File: config.mk
export PLATFORM = sky130hd
export DESIGN_NAME = shared_ram_arbiter_flat
export DESIGN_NICKNAME = d
export VERILOG_FILES = /design/src/rtl/shared_ram_if.sv /design/src/rtl/shared_ram_arbiter.sv /design/src/flat_wrapper.sv
export SDC_FILE = /design/constraint.sdc
export NUM_CORES = 1
export LEC_CHECK = 0
export BUFFER_PORTS_ARGS = -buffer_cell sky130_fd_sc_hd__buf_4
export CAP_MARGIN = 10
export CORE_UTILIZATION = 25
export DETAILED_ROUTE_END_ITERATION = 7
export PLACE_DENSITY = 0.45
export SLEW_MARGIN = 30
export SYNTH_ARGS = -nofsm -noshare
export SYNTH_HDL_FRONTEND = slang
export SYNTH_SLANG_ARGS = --single-unit
File: constraint.sdc
create_clock -name CLK -period 2.8 [get_ports CLK]
set_input_delay 0.14 -clock CLK [delete_from_list [all_inputs] [get_ports CLK]]
set_output_delay 0.14 -clock CLK [all_outputs]
set_load 0.01 [all_outputs]
File: src/rtl/shared_ram_if.sv
// Per-CPU request/response bundle for the shared RAM arbiter.
// The CPU side drives the request and the arbiter drives the response.
interface shared_ram_if #(
  parameter int AW = 10,
  parameter int DW = 8
);
  logic          REQ;
  logic          WE;
  logic [AW-1:0] ADRS;
  logic [DW-1:0] DO;
  logic [DW-1:0] DI;
  logic          ACK;
  logic          GNT;

  modport master (output REQ, WE, ADRS, DO, input DI, ACK, GNT);
  modport slave  (input REQ, WE, ADRS, DO, output DI, ACK, GNT);
endinterface

File: src/rtl/shared_ram_arbiter.sv
// Round-robin arbiter sharing one single-port synchronous RAM between the
// main and sub CPUs, with registered RAM controls and per-side read data.
module shared_ram_arbiter #(
  parameter int AW = 10,
  parameter int DW = 8
) (
  input  logic          CLK,
  input  logic          RESET_N,
  shared_ram_if.slave   M,
  shared_ram_if.slave   S,
  output logic [AW-1:0] RAM_A,
  output logic [DW-1:0] RAM_WD,
  output logic          RAM_WE,
  input  logic [DW-1:0] RAM_RD,
  output logic          BUSY
);

  typedef enum logic [1:0] {IDLE, ACC, DATA, DONE} state_t;

  localparam logic SIDE_MAIN = 1'b0;
  localparam logic SIDE_SUB  = 1'b1;

  state_t        state;
  logic          owner;
  logic          last;
  logic          wr;
  logic          pick_sub;
  logic [DW-1:0] m_di, s_di;
  logic          m_ack, s_ack, m_gnt, s_gnt;

  // Sub wins when it is alone, or on a tie when main was served last.
  always_comb begin
    pick_sub = S.REQ && (!M.REQ || (last == SIDE_MAIN));
  end

  always_ff @(posedge CLK or negedge RESET_N) begin
    if (!RESET_N) begin
      state  <= IDLE;
      owner  <= SIDE_MAIN;
      last   <= SIDE_SUB;
      wr     <= 1'b0;
      RAM_A  <= '0;
      RAM_WD <= '0;
      RAM_WE <= 1'b0;
      m_di   <= '0;
      s_di   <= '0;
      m_ack  <= 1'b0;
      s_ack  <= 1'b0;
      m_gnt  <= 1'b0;
      s_gnt  <= 1'b0;
    end else begin
      case (state)
        IDLE: begin
          if (M.REQ || S.REQ) begin
            owner  <= pick_sub;
            wr     <= pick_sub ? S.WE   : M.WE;
            RAM_A  <= pick_sub ? S.ADRS : M.ADRS;
            RAM_WD <= pick_sub ? S.DO   : M.DO;
            RAM_WE <= pick_sub ? S.WE   : M.WE;
            m_gnt  <= !pick_sub;
            s_gnt  <= pick_sub;
            state  <= ACC;
          end
        end
        // Address on the RAM this cycle; write strobe lasts only here.
        ACC: begin
          RAM_WE <= 1'b0;
          state  <= DATA;
        end
        // RAM_RD now reflects RAM_A.
        DATA: begin
          if (!wr) begin
            if (owner == SIDE_SUB) s_di <= RAM_RD;
            else                   m_di <= RAM_RD;
          end
          m_ack <= (owner == SIDE_MAIN);
          s_ack <= (owner == SIDE_SUB);
          state <= DONE;
        end
        DONE: begin
          m_ack <= 1'b0;
          s_ack <= 1'b0;
          m_gnt <= 1'b0;
          s_gnt <= 1'b0;
          last  <= owner;
          state <= IDLE;
        end
        default: state <= IDLE;
      endcase
    end
  end

  assign M.DI  = m_di;
  assign S.DI  = s_di;
  assign M.ACK = m_ack;
  assign S.ACK = s_ack;
  assign M.GNT = m_gnt;
  assign S.GNT = s_gnt;
  assign BUSY  = (state != IDLE);

endmodule

File: src/flat_wrapper.sv
// flat-port wrapper written by rule: the top's interface ports become plain ports
module shared_ram_arbiter_flat 
#(
  parameter int AW = 10,
  parameter int DW = 8
)
  (CLK, RESET_N, RAM_A, RAM_WD, RAM_WE, RAM_RD, BUSY, M_REQ, M_WE, M_ADRS, M_DO, M_DI, M_ACK, M_GNT, S_REQ, S_WE, S_ADRS, S_DO, S_DI, S_ACK, S_GNT);
  shared_ram_if #(.AW(AW), .DW(DW)) M_i ();
  shared_ram_if #(.AW(AW), .DW(DW)) S_i ();
  input  logic CLK;
  input  logic RESET_N;
  output logic [AW-1:0] RAM_A;
  output logic [DW-1:0] RAM_WD;
  output logic RAM_WE;
  input  logic [DW-1:0] RAM_RD;
  output logic BUSY;
  input wire logic [$bits(M_i.REQ)-1:0] M_REQ;
  input wire logic [$bits(M_i.WE)-1:0] M_WE;
  input wire logic [$bits(M_i.ADRS)-1:0] M_ADRS;
  input wire logic [$bits(M_i.DO)-1:0] M_DO;
  output wire logic [$bits(M_i.DI)-1:0] M_DI;
  output wire logic [$bits(M_i.ACK)-1:0] M_ACK;
  output wire logic [$bits(M_i.GNT)-1:0] M_GNT;
  input wire logic [$bits(S_i.REQ)-1:0] S_REQ;
  input wire logic [$bits(S_i.WE)-1:0] S_WE;
  input wire logic [$bits(S_i.ADRS)-1:0] S_ADRS;
  input wire logic [$bits(S_i.DO)-1:0] S_DO;
  output wire logic [$bits(S_i.DI)-1:0] S_DI;
  output wire logic [$bits(S_i.ACK)-1:0] S_ACK;
  output wire logic [$bits(S_i.GNT)-1:0] S_GNT;
  assign M_i.REQ = M_REQ;
  assign M_i.WE = M_WE;
  assign M_i.ADRS = M_ADRS;
  assign M_i.DO = M_DO;
  assign M_DI = M_i.DI;
  assign M_ACK = M_i.ACK;
  assign M_GNT = M_i.GNT;
  assign S_i.REQ = S_REQ;
  assign S_i.WE = S_WE;
  assign S_i.ADRS = S_ADRS;
  assign S_i.DO = S_DO;
  assign S_DI = S_i.DI;
  assign S_ACK = S_i.ACK;
  assign S_GNT = S_i.GNT;
  shared_ram_arbiter #(.AW(AW), .DW(DW)) u_core (.CLK(CLK), .RESET_N(RESET_N), .M(M_i), .S(S_i), .RAM_A(RAM_A), .RAM_WD(RAM_WD), .RAM_WE(RAM_WE), .RAM_RD(RAM_RD), .BUSY(BUSY));
endmodule
# Word level (Yosys, flattened, before mapping)
# Cells that the tools add are included.
# W data, S select, Z words.
dict set report classes {
  muxes 13
  reduce_logical 15
  bitwise_logic 3
  eq_ne 4
}
# op count
set op_table {}
lappend op_table {{$mux W10} 1}
lappend op_table {{$pmux W1 S2} 5}
lappend op_table {{$mux W8} 1}
lappend op_table {{$pmux W2 S4} 1}
lappend op_table {{$reduce_bool A2 Y1} 4}
lappend op_table {{$reduce_and A2 Y1} 3}
lappend op_table {{$reduce_and A3 Y1} 2}
lappend op_table {{$eq A2 B2 Y1 const B} 2}
lappend op_table {{$mux W1} 4}
lappend op_table {{$not A1 Y1} 3}
lappend op_table {{$eq A2 B1 Y1 const B} 1}
lappend op_table {{$logic_not A1 Y1} 2}
lappend op_table {{$logic_not A2 Y1} 1}
lappend op_table {{$logic_or A1 B1 Y1} 2}
lappend op_table {{$mux W2} 1}
lappend op_table {{$ne A2 B1 Y1 const B} 1}
lappend op_table {{$logic_and A1 B1 Y1} 1}
dict set report word_totals {
  inputBits 50
  register_bits 44
  elab_cells 48
  out_inout_bits 40
}

# Depth between registers and ports, before layout
# Gate-level depths: netlist (run 1).
dict set report depth {
  word_depth 6
  ltp_mapped 6
  depth_no_buf 5
}

# Worst setup path before layout (run 1)
# OpenSTA, ideal clock, no wires.
dict set report synth_timing {
  path_type {reg2reg}
  start {register u_core.state[0]}
  end {register u_core.m_di[0] (netlist: u_core.M.DI[0])}
  setup_ns 0.125
  required_ns 2.675
  n_path_buf 0
  synth_period_minus_slack_ns 1.591
  stages_incl_launch_ff 5
  slack_ns 1.209
  t_arrival_ns 1.466
  cell_sequence {dfrtp_1 > inv_1 > ha_1 > nor3b_4 > mux2_2}
}
dict set report synth_between {
  elab_chain_cells 2
}
# element line_no
set synth_lines {}
lappend synth_lines {{from (decl)} shared_ram_arbiter.sv:23} ;# state_t state;
lappend synth_lines {{from (signal assigned)} shared_ram_arbiter.sv:38} ;# state <= IDLE;
lappend synth_lines {{from (signal assigned)} shared_ram_arbiter.sv:62} ;# state <= ACC;
lappend synth_lines {{from (signal assigned)} shared_ram_arbiter.sv:68} ;# state <= DATA;
lappend synth_lines {{$eq A2 B2 Y1} shared_ram_arbiter.sv:52} ;# case (state)
lappend synth_lines {{$reduce_and A3 Y1 (no line)} -}
lappend synth_lines {{to (signal assigned)} shared_ram_arbiter.sv:45} ;# m_di <= '0;
lappend synth_lines {{to (signal assigned)} shared_ram_arbiter.sv:74} ;# else m_di <= RAM_RD;
lappend synth_lines {{to (decl)} shared_ram_arbiter.sv:28} ;# logic [DW-1:0] m_di, s_di;
# No other way between the ends.
# A chain may end at the register's enable or synchronous reset.

# Final worst setup path (run 1)
dict set report layout_timing {
  start {register u_core.state[0]}
  end {register u_core.m_di[6] (netlist: u_core.M.DI[6])}
}
# Same word-level chain as after synthesis.

==> results of run 1 <==
[cells by family after synthesis]
group,count (synthesis)
AO/OA/AOI/OAI,49
adder cells (fa/ha/maj),5
buffers and inverters,12
flip-flops,44
multiplexers,20
AND/OR/NAND/NOR,50
[power by group through the flow]
stage | registers, mW | clock network [mW] | logic [mW]
after global placement | 1.17 | 0 | 1.43
final | 1.15 | 0.372 | 1.41
after detailed placement | 1.16 | 0 | 1.44
after CTS | 1.16 | 0.391 | 1.44
after floorplan | 1.27 | 0 | 0.646
after global routing | 1.20 | 0.413 | 1.56
[cell usage in the layout (no fill, tap or decap), types with 2 or more instances in the layout]
| cell type | synthesis | routed |
|---|---|---|
| clkbuf_8 | 0 | 5 |
| mux2i_1 | 2 | 2 |
| dfrtp_1 | 43 | 43 |
| mux2_2 | 18 | 18 |
| inv_1 | 5 | 5 |
| o21ai_0 | 3 | 3 |
| a21oi_1 | 37 | 37 |
| nand2_1 | 23 | 23 |
| nor2_1 | 22 | 22 |
| buf_4 | 2 | 90 |
| ha_1 | 5 | 5 |
[sequential cells by signal, summed over array words and instances, names as in the netlist]
name and flops:
u_core.M.ACK 1, u_core.M.DI 8, u_core.M.GNT 1, u_core.RAM_A 10, u_core.RAM_WD 8, u_core.RAM_WE 1, u_core.S.ACK 1, u_core.S.DI 8
u_core.S.GNT 1, u_core.last 1, u_core.owner 1, u_core.state 2, u_core.wr 1
[per-layer routing]
metal  global-route usage  share of wire  vias up
met5                    0              0        -
li1                     -              -      794
met2                0.189           0.43       71
met1                0.177           0.48      755
met4               0.0282         0.0028        0
met3               0.0491          0.090        2
[metrics by stage]
step	util	hold slack, ns	setup WS (ns)
finish	0.377	0.0811	1.03
global route	0.377	0.0746	0.891
CTS	0.377	0.0759	0.997
detailed placement	0.365	0.192	1.02
global placement	0.365	0.190	1.05
floorplan	-	-0.156	1.21
[area by class of cell]
| type | instances | area (um2) |
|---|---|---|
| clock buffers | 6 | 72.6 |
| well taps | 99 | 124 |
| clock inverters | 1 | 5.00 |
| inverters | 5 | 18.8 |
| flip-flops and latches | 44 | 1100 |
| multi-input cells | 124 | 787 |
| repair buffers | 91 | 686 |
| fillers | 765 | 4610 |
[final timing paths]
kind / to / slack (ns) / from
worst max-delay path: u_core.M.DI[6] / 1.03 / u_core.state[0]
worst min-delay path: u_core.RAM_A[7] / 0.08 / M_ADRS[7]
worst max register to register: u_core.M.DI[6] / 1.03 / u_core.state[0]
worst min register to register: u_core.S.DI[7] / 0.51 / u_core.S.DI[7]
max in group asynchronous: u_core.RAM_A[4] / 2.01 / RESET_N
min in group asynchronous: u_core.S.DI[4] / 0.39 / RESET_N
[worst max-delay path, delay by kind of cell (launching register included)]
family        cells  cell delay [ns]
fa+ha+maj         1             0.28
buf+inv           1             0.13
flops             1             0.41
mux               1             0.39
simple gates      1             0.45
==> impl_metrics.ini, run 1 <==
[run_status]
status = complete, no violations

[power_and_ir_drop]
power_density_nw_per_um2 = 1050
pwr-share-clk = 0.127
ir_drop_mv = 0.348
total_power_mw = 2.93
power.leakage_nw = 1.33
p_sw_mw = 1.07
swShare = 0.365
internal-power_mw = 1.86
seqPwrFrac = 0.393
combPwrFrac = 0.480

[clocking]
cts_num_sinks = 44
numCtsBuffers = 5
htree_levels = 2
cts_resized = 0
cts_root_buf = clkbuf_8
insertion_delay_ns = 0.29
postCtsSetupBuffers = 0
cts_hold_buf = 1
clk_pin_slew_ns = 0.08
cts_buffer_depth = 2
cts_tree = yes

[worst_setup_path]
cp_slowest_cell = nor3b_4
worstPathArrival_ns = 1.94
crit_chain = inv_1 -> ha_1 -> nor3b_4 -> mux2_2
worst_setup_path_start_kind = flip-flop
endpoint_kind = flip-flop
critPathRequiredTime_ns = 2.97
path_max_fanout = 8
rr_worst_depth = 4
critPathKind = flip-flop to flip-flop
cpPeakStageDelay_ns = 0.45

[synthesis]
ys_ff_latch = 44
synthMuxAreaShare = 0.114
synth_most_common_cell = dfrtp_1
syn_nets = 235
synth_top_family_by_area = compound AO/OA/AOI/OAI gates
synth_compound_area_frac = 0.145
synthCells = 180
synth_edf_count = 0
synthSimpleGateAreaFrac = 0.112
async_reset_ff_frac = 1.00
synth_xor_area_frac = 0
yosysTopAreaCellShare = 0.553
synth-seq-area-share = 0.566
yosys-top-cells-area = dfrtp_1 55%, mux2_2 10%, a21oi_1 9.5%
yosys.area.top_type = dfrtp_1
syn_area_um2 = 1950
yosys_warnings = 0
synthTopCellsByCount = 43 x dfrtp_1, 37 x a21oi_1, 23 x nand2_1
ys.flop_type = dfrtp_1
ys_types = 27
avgSynthCellArea_um2 = 10.8
synth_fa_ha_area_frac = 0.0321

[floorplan]
rows = 31
core_region_area_um2 = 7410
die-height_um = 90.2
die_area_um2 = 8140
fp.dieW_um = 90.2
start_util = 0.263
ios = 90

[timing]
worstMarginPinSlew_ns = 0.878
hold_viol = 0
maxSlewViolCount = 0
setup_violations = 0
fmax_ghz = 0.565
min_period_over_period = 0.632
rsz0062_at_grt = false
min_period_ns = 1.77
finalClockSkew_ns = 0.00997
relSlewSlack = 0.414
setup_tns_ns = 0

[layout]
area_delta_synth_final_pct = 43.6
antenna_cells = 0
design_area_um2 = 2800
stdcell_count = 370
drive_gt1_frac = 0.443
nets = 326

[routing]
routed_wl_um = 5070
wl_per_cell_um = 13.7
drc_errors = 0
drtPass1Iterations = 4
drt_iter0_drc = 63
num_vias = 1622
postRouteAntennaNets = 0
viasPerCell = 4.38

[grt]
grt_overflow = 0
antenna_found_initial = 0
track_usage = 0.128
grt_pass1_vias = 1611
grt_max_degree = 45
grt_pass1_wl_um = 8300

[hold_path]
hp-class = primary input to flip-flop
min_path_cells = 3

[place]
globalplace.congestion = 0.685
dp_hpwl_um = 3510
io_buffers = 89
dpl_cell_area_um2 = 2710
post-place-cells = 362

[run]
drv_cap = 0
Power figures use the tool's default switching activity.
==> run 2: changes to the inputs <==
Settings changed: ABC_AREA set to 1, PLACE_DENSITY 0.45 to 0.46.
Clock period 2.8 ns to 1.5 ns, I/O delays scaled along.
==> run 2 against run 1 <==
Global-route usage is 0.89 points lower. Final cell count grew 22%. Setup slack got worse by 0.93 ns. Critical path type is now flip-flop to output pin. Critical endpoint is now BUSY. Largest power group unchanged. Highest routed layer unchanged.
==> impl_metrics.ini, run 2 <==
[synthesis]
synth_edf_count = 0
ys_types = 20
syn_area_um2 = 2120
yosys.area.top_type = dfrtp_1
synthTopCellsByCount = 132 x nand2_1, 43 x dfrtp_1, 17 x inv_1, 17 x o21ai_2
syn_nets = 306
ys_ff_latch = 44
synthCells = 251
avgSynthCellArea_um2 = 8.43
yosysTopAreaCellShare = 0.508
async_reset_ff_frac = 1.00
synth_most_common_cell = nand2_1
synth-seq-area-share = 0.521
yosys_warnings = 0
ys.flop_type = dfrtp_1
yosys-top-cells-area = dfrtp_1 51%, nand2_1 23%, o21ai_2 7.0%

[worst_setup_path]
crit_chain = inv_2 -> ha_1 -> buf_4 -> inv_1 -> buf_4
worst-path-buf-inv = 4
worstPathArrival_ns = 1.32
worst_setup_path_start_kind = flip-flop
cp_slowest_cell = dfrtp_1
endpoint = BUSY
r2r-start = u_core.state[0]
critPathKind = flip-flop to output pin
endpoint_kind = output pin
cp_num_cells = 5
cp_top_family = buffers and inverters
timing.rr.end = u_core.M.DI[2]
cp-startpoint = u_core.state[0]
critPathRequiredTime_ns = 1.42
path_max_fanout = 4
rrSetupSlack_ns = 0.17
crit_top_cell = buf_4
rr_worst_depth = 5
cpPeakStageDelay_ns = 0.40

[power_and_ir_drop]
ir_drop_mv = 0.633
power_density_nw_per_um2 = 1920
power.leakage_nw = 1.67

[grt]
grt_pass1_vias = 1768
grt_pass1_wl_um = 8160
track_usage = 0.119
antenna_found_initial = 0
grt_overflow = 0
grt_max_degree = 45

[floorplan]
rows = 33
fp.dieW_um = 94.0
core_region_area_um2 = 8220
start_util = 0.258
die-height_um = 94.0
die_area_um2 = 8840
ios = 90

[timing]
hold_viol = 0
worstMarginPinSlew_ns = 0.559
min_period_ns = 1.40
setup_tns_ns = 0
rsz0062_at_grt = false
relSlewSlack = 0.627
setup_violations = 0
maxSlewViolCount = 0
fmax_ghz = 0.715
min_period_over_period = 0.932
finalClockSkew_ns = 0.00518

[hold_path]
min_path_cells = 3
hp-class = primary input to flip-flop

[clocking]
insertion_delay_ns = 0.29
cts_root_buf = clkbuf_8
cts_tree = yes
cts_num_sinks = 44
htree_levels = 2
clk_pin_slew_ns = 0.09
cts_buffer_depth = 2
numCtsBuffers = 5

[run_status]
status = complete, no violations

[layout]
largest_register_ffs = 10
area_delta_synth_final_pct = 43.1
drive_gt1_frac = 0.380
regMostFlops = u_core.RAM_A
final_common_cell = nand2_1
nets = 401
final_cell_mix = 132 x nand2_1, 95 x buf_4, 43 x dfrtp_1, 17 x o21ai_2, 15 x inv_1
antenna_cells = 0
design_area_um2 = 3030

[place]
io_buffers = 89
globalplace.congestion = 0.704
dp_hpwl_um = 3880
dpl_cell_area_um2 = 2880

[routing]
postRouteAntennaNets = 0
routed_wl_um = 5220
wl_per_cell_um = 11.5
drtPass1Iterations = 4
drt_iter0_drc = 29
num_vias = 1833
viasPerCell = 4.06
drc_errors = 0

[run]
drv_cap = 0
[run 2: cell families after synthesis]
logic type | Yosys count | synth area share
adder cells (fa/ha/maj) | 5 | 0.0296
AND/OR/NAND/NOR | 146 | 0.282
AO/OA/AOI/OAI | 28 | 0.0987
flip-flops | 44 | 0.521
buffers and inverters | 28 | 0.0691
[run 2: stage by stage]
step                      setup slack (ns)  total power [mW]   util  hold slack [ns]  instances
after global placement               0.137              4.91  0.351            0.116        441
after global routing                0.0199              6.33  0.369           0.0561        452
after floorplan                      0.164              3.68      -           -0.221        251
after detailed placement            0.0952              4.95  0.351            0.120        441
after CTS                           0.0419              5.90  0.365           0.0424        450
final                                0.102              5.83  0.369           0.0528        452
[run 2: tightest hold or removal path: stages]
cell	delay (ns)
buf_4	0.07
inv_1	0.05
o21ai_2	0.12
[run 2: worst min path at each step]
stage	end	startpoint	slack [ns]
4_1_cts	u_core.S.DI[7]	RAM_RD[7]	0.04
5_1_grt	u_core.M.DI[0]	RAM_RD[0]	0.06
6_report	u_core.S.DI[7]	RAM_RD[7]	0.05
3_3_place_gp	u_core.RAM_WD[4]	RESET_N	0.12
3_5_place_dp	u_core.RAM_WD[4]	RESET_N	0.12
2_1_floorplan	u_core.M.ACK	RESET_N	-0.22
[run 2: area by class of cell]
class | count | area [um2]
tap | 105 | 131
multi-input combinational | 179 | 868
clock inverter | 3 | 42.5
inverter | 19 | 73.8
timing repair buffer | 97 | 743
sequential | 44 | 1100
fill | 871 | 5190
clock buffer | 5 | 68.8
[run 2: per-layer routing]
layer  global-route usage  share of wire
met5                    0              0
met3               0.0275          0.068
met1                0.156           0.48
met2                0.192           0.44
met4               0.0423         0.0082
[run 2: timing repair]
item                       in CTS  in global routing
hold buffers                    1                  0
hold endpoints to repair       43                  0
setup endpoints to repair       0                 11
resized for setup               0                  2
setup buffers                   0                  2
[run 2: where the power goes]
part	internal, mW	switching, mW	leakage (nW)
sequential	1.77	0.363	0.544
combinational	1.32	1.47	1.07
clock	0.493	0.420	0.0541
total	3.58	2.25	1.67
